[src/rtl/counter_two_speed_pkg.sv]
// -----------------------------------------------------------------------------
// counter_two_speed_pkg
//
// Purpose : Shared constants and types for the two-digit BCD counter.
//           - BCD digit width and the largest legal digit value.
//           - Packed two-digit BCD struct laid out as {tens, units}, so it maps
//             directly onto the 8-bit display bus (tens in [7:4]).
// Ports   : none (package).
// -----------------------------------------------------------------------------
package counter_two_speed_pkg;

   localparam int               BCD_W   = 4;
   localparam logic [BCD_W-1:0] BCD_MAX = 4'd9;

   typedef logic [BCD_W-1:0] bcd_digit_t;

   // Field order matters: tens is declared first so it lands in the upper
   // nibble when the struct is viewed as an 8-bit vector.
   typedef struct packed {
      bcd_digit_t tens;
      bcd_digit_t units;
   } bcd2_t;

endpackage : counter_two_speed_pkg

[src/rtl/counter_two_speed_if.sv]
// -----------------------------------------------------------------------------
// counter_two_speed_if
//
// Purpose : Groups the control inputs and the display output of the counter.
// Signals : SS    start/stop, synchronous to clk; each rise toggles run state
//           MODE  speed select: 0 = slow divisor, 1 = fast divisor
//           out   BCD count, [7:4] tens digit, [3:0] units digit
// Modports: master - drives SS/MODE, observes out (testbench / upstream logic)
//           slave  - the counter itself
// -----------------------------------------------------------------------------
interface counter_two_speed_if;

   logic       SS;
   logic       MODE;
   logic [7:0] out;

   modport master (
      output SS,
      output MODE,
      input  out
   );

   modport slave (
      input  SS,
      input  MODE,
      output out
   );

endinterface : counter_two_speed_if

[src/rtl/counter_two_speed_bcd_digit_counter.sv]
// -----------------------------------------------------------------------------
// bcd_digit_counter
//
// Purpose : One decimal digit (0..9) of a chained BCD counter. The digit
//           advances when both en and carry_in are high and wraps 9 -> 0,
//           asserting carry_out in that same cycle so the next digit up
//           advances on the same edge.
// Ports   : clk        system clock, rising edge
//           reset      synchronous, active-high; clears the digit to 0
//           en         count enable (the shared prescaler tick)
//           carry_in   carry from the next-lower digit (tie high for units)
//           digit      current digit value, always 0..9
//           carry_out  high when this digit is about to wrap 9 -> 0
// -----------------------------------------------------------------------------
module bcd_digit_counter
   import counter_two_speed_pkg::*;
(
   input  logic       clk,
   input  logic       reset,
   input  logic       en,
   input  logic       carry_in,
   output bcd_digit_t digit,
   output logic       carry_out
);

   logic advance;

   assign advance   = en && carry_in;
   // Combinational so the upper digit sees the carry in the same cycle and
   // both digits update on one edge (e.g. 09 -> 10 in a single step).
   assign carry_out = advance && (digit == BCD_MAX);

   // NOTE: sequential state uses non-blocking assignment so every register
   // samples pre-edge values regardless of block evaluation order.
   always_ff @(posedge clk) begin
      if (reset) begin
         digit <= '0;
      end else if (advance) begin
         if (digit == BCD_MAX) begin
            digit <= '0;
         end else begin
            digit <= digit + BCD_W'(1);
         end
      end
   end

endmodule : bcd_digit_counter

[src/rtl/counter_two_speed.sv]
// -----------------------------------------------------------------------------
// counter_two_speed
//
// Purpose : Two-digit BCD up-counter (00..99, wrapping) with a start/stop
//           toggle and two selectable count rates. A free-running prescaler
//           (advancing only while running) produces the count tick; MODE
//           picks the slow or fast divisor each cycle. Each rising edge on SS
//           toggles the run state.
// Params  : DIV_SLOW  clock cycles per count when MODE=0 (>= DIV_FAST)
//           DIV_FAST  clock cycles per count when MODE=1 (>= 1)
// Ports   : clk       system clock, rising edge
//           reset     synchronous, active-high; clears count, run, prescaler
//                     and the SS edge-detect register
//           bus       counter_two_speed_if.slave: SS, MODE in; out (8-bit BCD)
// -----------------------------------------------------------------------------
module counter_two_speed
   import counter_two_speed_pkg::*;
#(
   parameter int DIV_SLOW = 50000000,
   parameter int DIV_FAST = 5000000
)
(
   input  logic                clk,
   input  logic                reset,
   counter_two_speed_if.slave  bus
);

   // Prescaler never exceeds DIV_SLOW-1, so $clog2(DIV_SLOW) bits suffice;
   // a degenerate DIV_SLOW of 1 still needs one bit to exist.
   localparam int PW = (DIV_SLOW > 1) ? $clog2(DIV_SLOW) : 1;

   localparam logic [PW-1:0] SLOW_M1 = PW'(DIV_SLOW - 1);
   localparam logic [PW-1:0] FAST_M1 = PW'(DIV_FAST - 1);

   logic [PW-1:0] prescaler;
   logic [PW-1:0] div_m1;
   logic          run;
   logic          ss_q;
   logic          ss_rise;
   logic          tick;

   bcd_digit_t    units_d;
   bcd_digit_t    tens_d;
   logic          units_carry;
   logic          tens_carry;
   bcd2_t         count;

   // ---------------------------------------------------------------------------
   // Divisor selection and tick generation
   // ---------------------------------------------------------------------------
   // NOTE: every variable assigned in always_comb gets a default first, so no
   // path leaves it unassigned and no latch is inferred.
   always_comb begin
      div_m1 = SLOW_M1;
      if (bus.MODE) begin
         div_m1 = FAST_M1;
      end
   end

   // ">=" rather than "==": after a slow->fast switch the prescaler may
   // already sit above DIV_FAST-1, and the tick must then fire on the very
   // next edge instead of waiting for the prescaler to wrap around.
   assign tick    = run && (prescaler >= div_m1);
   assign ss_rise = bus.SS && !ss_q;

   // ---------------------------------------------------------------------------
   // Run state, SS edge detect and prescaler
   // ---------------------------------------------------------------------------
   // The prescaler step uses the pre-edge run value, so a rise on SS that
   // coincides with a tick still lets that tick land before counting halts.
   // Stopping only freezes the prescaler; the partial count is kept so that
   // resuming finishes the interrupted period.
   always_ff @(posedge clk) begin
      if (reset) begin
         ss_q      <= 1'b0;
         run       <= 1'b0;
         prescaler <= '0;
      end else begin
         ss_q <= bus.SS;

         if (ss_rise) begin
            run <= !run;
         end

         if (run) begin
            if (prescaler >= div_m1) begin
               prescaler <= '0;
            end else begin
               prescaler <= prescaler + PW'(1);
            end
         end
      end
   end

   // ---------------------------------------------------------------------------
   // Two chained BCD digits: units advance on every tick, tens on the units
   // carry. Tens wrapping 9 -> 0 with a carry gives the 99 -> 00 rollover.
   // ---------------------------------------------------------------------------
   bcd_digit_counter u_units (
      .clk       (clk),
      .reset     (reset),
      .en        (tick),
      .carry_in  (1'b1),
      .digit     (units_d),
      .carry_out (units_carry)
   );

   bcd_digit_counter u_tens (
      .clk       (clk),
      .reset     (reset),
      .en        (tick),
      .carry_in  (units_carry),
      .digit     (tens_d),
      .carry_out (tens_carry)
   );

   assign count   = '{tens: tens_d, units: units_d};
   assign bus.out = count;

   // ---------------------------------------------------------------------------
   // Embedded properties: the display never shows a non-BCD nibble, and the
   // tens carry only ever means a rollover to 00.
   // ---------------------------------------------------------------------------
   a_units_bcd : assert property (@(posedge clk) disable iff (reset)
      count.units <= BCD_MAX);

   a_tens_bcd : assert property (@(posedge clk) disable iff (reset)
      count.tens <= BCD_MAX);

   a_wrap_to_zero : assert property (@(posedge clk) disable iff (reset)
      tens_carry |=> (count == '0));

endmodule : counter_two_speed

[src/flat_wrapper.sv]
// flat-port wrapper written by rule: the top's interface ports become plain ports
module counter_two_speed_flat import counter_two_speed_pkg::*;
#(
   parameter int DIV_SLOW = 50000000,
   parameter int DIV_FAST = 5000000
)
  (clk, reset, bus_SS, bus_MODE, bus_out);
  counter_two_speed_if bus_i ();
  input  logic clk;
  input  logic reset;
  input wire logic [$bits(bus_i.SS)-1:0] bus_SS;
  input wire logic [$bits(bus_i.MODE)-1:0] bus_MODE;
  output wire logic [$bits(bus_i.out)-1:0] bus_out;
  assign bus_i.SS = bus_SS;
  assign bus_i.MODE = bus_MODE;
  assign bus_out = bus_i.out;
  counter_two_speed #(.DIV_SLOW(DIV_SLOW), .DIV_FAST(DIV_FAST)) u_core (.clk(clk), .reset(reset), .bus(bus_i));
endmodule
[config.mk]
export PLATFORM = sky130hd
export DESIGN_NAME = counter_two_speed_flat
export DESIGN_NICKNAME = d
export VERILOG_FILES = /design/src/rtl/counter_two_speed_pkg.sv /design/src/rtl/counter_two_speed_if.sv /design/src/rtl/counter_two_speed_bcd_digit_counter.sv /design/src/rtl/counter_two_speed.sv /design/src/flat_wrapper.sv
export SDC_FILE = /design/constraint.sdc
export NUM_CORES = 1
export LEC_CHECK = 0
export BUFFER_PORTS_ARGS = -buffer_cell sky130_fd_sc_hd__buf_2
export CORE_ASPECT_RATIO = 1.25
export CORE_MARGIN = 5
export CORE_UTILIZATION = 48
export CTS_BUF_LIST = sky130_fd_sc_hd__clkbuf_4 sky130_fd_sc_hd__clkbuf_8
export CTS_CLUSTER_SIZE = 12
export DETAILED_ROUTE_END_ITERATION = 12
export PLACE_DENSITY = 0.65
export SYNTH_ARGS = -nofsm -noshare
export SYNTH_HDL_FRONTEND = slang
export SYNTH_SLANG_ARGS = --single-unit
export TNS_END_PERCENT = 100
[constraint.sdc]
create_clock -name clk -period 2.2 [get_ports clk]
set_clock_uncertainty 0.05 [all_clocks]
set_input_delay 0.66 -clock clk [delete_from_list [all_inputs] [get_ports clk]]
set_output_delay 0.66 -clock clk [all_outputs]
set_load 0.005 [all_outputs]
==> impl_metrics.ini <==
[outcome]
status = complete, but fails checks
violations = setup timing

[timing]
setup_viol = 32
clock.fmax_mhz = 429
slew_headroom = 0.776
slew_violations = 0
fin_ws_ps = -129
rsz0062_at_grt = yes
fin_crit_sh = 1.06
fin_tns_setup_ps = -2690
hold_viol = 0
period_minus_slack_ps = 2330
worst_slew_pin_slew_ps = 334

[critical_path]
crit_start = bus_MODE
rr_startpoint = u_core.prescaler[17]
path_delay_family = buffers and inverters
crit_chain = buf_8 > buf_12 > ha_4 > nand4b_1 > nor4_4 > o21ai_4 > buf_6 > a21oi_4 > buf_6 > mux2i_1 > a31oi_1
path_buf_inv = 4
required_ps = 2320
crit_fanout = 8
cp.arrival_ps = 2450
slowest_delay_ps = 310
regToRegSetupSlack_ps = 40
ff2ff_path_depth = 8
crit_type = input port to flip-flop
critPathMostFrequentCell = buf_6
timing.rr.end = u_core.prescaler[24]
slowest_stage = nor4_4
setup.worst_path.end_class = flip-flop
cp-start-kind = input port

[placed_design]
io_buffers = 11
gp_congestion = 0.868
hpwl_um = 3060

[hold_path]
min_delay_worst_endpoint = u_core.prescaler[1]
hold_path_depth = 2
hp-class = flip-flop to flip-flop
hp-start = u_core.prescaler[1]

[clock_network]
path_clk_slew_ps = 70
htree_levels = 2
clk_path_buf_depth = 2
clk_latency_ps = 290
numCtsBuffers = 5
cts_tree = built
cts_root_buf = clkbuf_8
cts_sinks = 36

[yosys]
syn_area_per_cell_um2 = 9.54
syn_inst = 223
synth_simple_gate_area_frac = 0.332
synth.area.mux_share = 0.0241
yosys.cell_types.count = 39
syn_area_mm2 = 0.00213
synth_compound_area_frac = 0.0835
synth_seq_cells = 36
yosys_warnings = 0
synth_top_family_by_area = simple AND/OR/NAND/NOR gates
ys_seq_area_frac = 0.339
synth_fa_ha_area_frac = 0.0823
synth_xor_area_frac = 0.103
postSynthNetCount = 241

[die]
start_util = 0.488
core_mm2 = 0.00436
io_pins = 12
die_area_mm2 = 0.00587
fp-row-count = 27
die_w_um = 69.6
die_y_um = 84.4

[route]
routed_wirelength_um = 4220
ant_nets = 0
drt_iter0_drc = 46
post_drt_wl_per_cell_um = 13.6
vias = 1621
dr.pass1.iters = 4
drc_errors = 0
viasPerCell = 5.21

[finish]
fill_cells = 371
antennaDiodeCount = 0
final_nets = 271
drive_gt1_frac = 0.328
area_delta_synth_final_pct = 27.7

[global_routing]
grt_pass1_wl_um = 7430
gr-usage-all-layers = 0.158
antenna_found_initial = 0
grt.overflow.total = 0
grt_max_degree = 18
grt_pass1_vias = 1628

[power_and_ir_drop]
cellPowerDensity_mw_per_mm2 = 468
p_total_uw = 1270
peakVddDrop_v = 0.000423
leakage_uw = 0.000928

[run]
maxCapViolCount = 0
==> cells in the final DEF (no fill, tap or decap), types with 3 or more instances in the layout <==
cell and instances:
nand4_1 8, nand2_1 14, a21oi_1 5, clkbuf_8 7, buf_2 10, and3_1 4
mux2i_1 4, and2_1 3, buf_12 3, nor2_4 21, and4_1 4, xnor2_1 11
nor2_1 12, inv_1 6, ha_4 9, nand4b_1 3, nor3_1 5, xor2_1 13
buf_6 3, buf_4 11, a31oi_1 4, nand3_1 14, ha_1 5, nor2b_1 5
dfxtp_1 36
==> synth_stat cells <==
| library cell | count | area share |
|---|---|---|
| a211oi_1 | 2 | 0.0071 |
| a211oi_2 | 1 | 0.0059 |
| a211oi_4 | 1 | 0.0094 |
| a21oi_1 | 6 | 0.014 |
| a21oi_2 | 2 | 0.0082 |
| a31o_1 | 1 | 0.0041 |
| a31oi_1 | 4 | 0.012 |
| and2_1 | 3 | 0.0088 |
| and3_1 | 4 | 0.012 |
| and4_1 | 4 | 0.016 |
| buf_2 | 3 | 0.0071 |
| buf_8 | 2 | 0.014 |
| clkbuf_1 | 2 | 0.0035 |
| dfxtp_1 | 36 | 0.34 |
| ha_1 | 14 | 0.082 |
| inv_1 | 7 | 0.012 |
| mux2_1 | 1 | 0.0053 |
| mux2i_1 | 4 | 0.019 |
| nand2_1 | 15 | 0.026 |
| nand2b_1 | 1 | 0.0029 |
| nand3_1 | 14 | 0.033 |
| nand3b_1 | 2 | 0.0071 |
| nand4_1 | 8 | 0.024 |
| nand4b_1 | 3 | 0.012 |
| nand4b_4 | 1 | 0.011 |
| nor2_1 | 15 | 0.026 |
| nor2_4 | 20 | 0.11 |
| nor2b_1 | 5 | 0.015 |
| nor3_1 | 5 | 0.012 |
| nor3b_1 | 1 | 0.0035 |
| nor4_2 | 1 | 0.0059 |
| o211ai_1 | 1 | 0.0035 |
| o211ai_2 | 1 | 0.0059 |
| o21ai_0 | 4 | 0.0094 |
| o21ai_2 | 1 | 0.0041 |
| or2_4 | 1 | 0.0041 |
| or3_1 | 2 | 0.0059 |
| xnor2_1 | 12 | 0.049 |
| xor2_1 | 13 | 0.053 |
==> per-stage QoR <==
stage | hold WS (ps) | cells | cell area [µm²] | setup slack (ps) | util
4_1_cts | 437 | 309 | 2630 | -115 | 0.604
5_1_grt | 458 | 311 | 2720 | -194 | 0.624
3_3_place_gp | 421 | 299 | 2460 | -454 | 0.565
6_report | 436 | 311 | 2720 | -129 | 0.624
3_5_place_dp | 426 | 299 | 2460 | -506 | 0.565
2_1_floorplan | 408 | 223 | 2250 | -83.9 | -
==> power by group <==
group	total [µW]	internal, µW	switching, µW
logic	106	48.3	58.1
clock network	503	279	224
registers	662	658	4.34
==> final cells by class <==
type	count	area, µm²	share of cell area
clock buffer	7	96.3	0.0355
sequential	36	721	0.265
tap	58	72.6	0.0267
inverter	7	38.8	0.0143
multi-input combinational	173	1500	0.550
timing repair buffer	30	294	0.108
==> routing by layer <==
layer	vias up	global-route usage	wire [µm]
met5	-	0	0
met4	0	0.0746	78
met3	7	0.0311	125
met2	22	0.281	2210
met1	756	0.178	1810
li1	836	-	-
==> worst min-delay path, delay by kind of cell (launching register included) <==
family,cells,cell delay (ps)
AOI/OAI and AO/OA,1,50
DFF,1,330
and+or+nand+nor,1,60
==> worst max path at each step <==
stage,cells past startpoint,slack [ps],endpoint
2_1_floorplan,8,-80,u_core.u_tens.digit[3]
3_3_place_gp,11,-450,u_core.u_tens.digit[3]
3_5_place_dp,11,-510,u_core.u_tens.digit[3]
4_1_cts,10,-120,u_core.prescaler[24]
5_1_grt,11,-190,u_core.u_units.digit[3]
6_report,11,-130,u_core.u_units.digit[3]
==> cells by family (layout without fill, tap and decap cells) <==
group,count (synthesis),in the layout
buffers and inverters,14,44
XOR/XNOR,25,25
flip-flops,36,36
adder cells (fa/ha/maj),14,14
AND/OR/NAND/NOR,105,105
multiplexers,5,5
AO/OA/AOI/OAI,24,24
==> repair_timing <==
action                                  4_1_cts  5_1_grt
resized for setup                             7       13
gates cloned                                  1        1
endpoints found under the setup margin       31       34
hold buffers                                  0        0
setup buffers                                 2        2
pin swaps                                     7       12
==> sequential cells by signal, indices dropped and copies added, names as in the netlist <==
signal,flops
u_core.ss_q,1
u_core.u_tens.digit,4
u_core.u_units.digit,4
u_core.prescaler,26
u_core.run,1
Power figures use the tool's default switching activity.
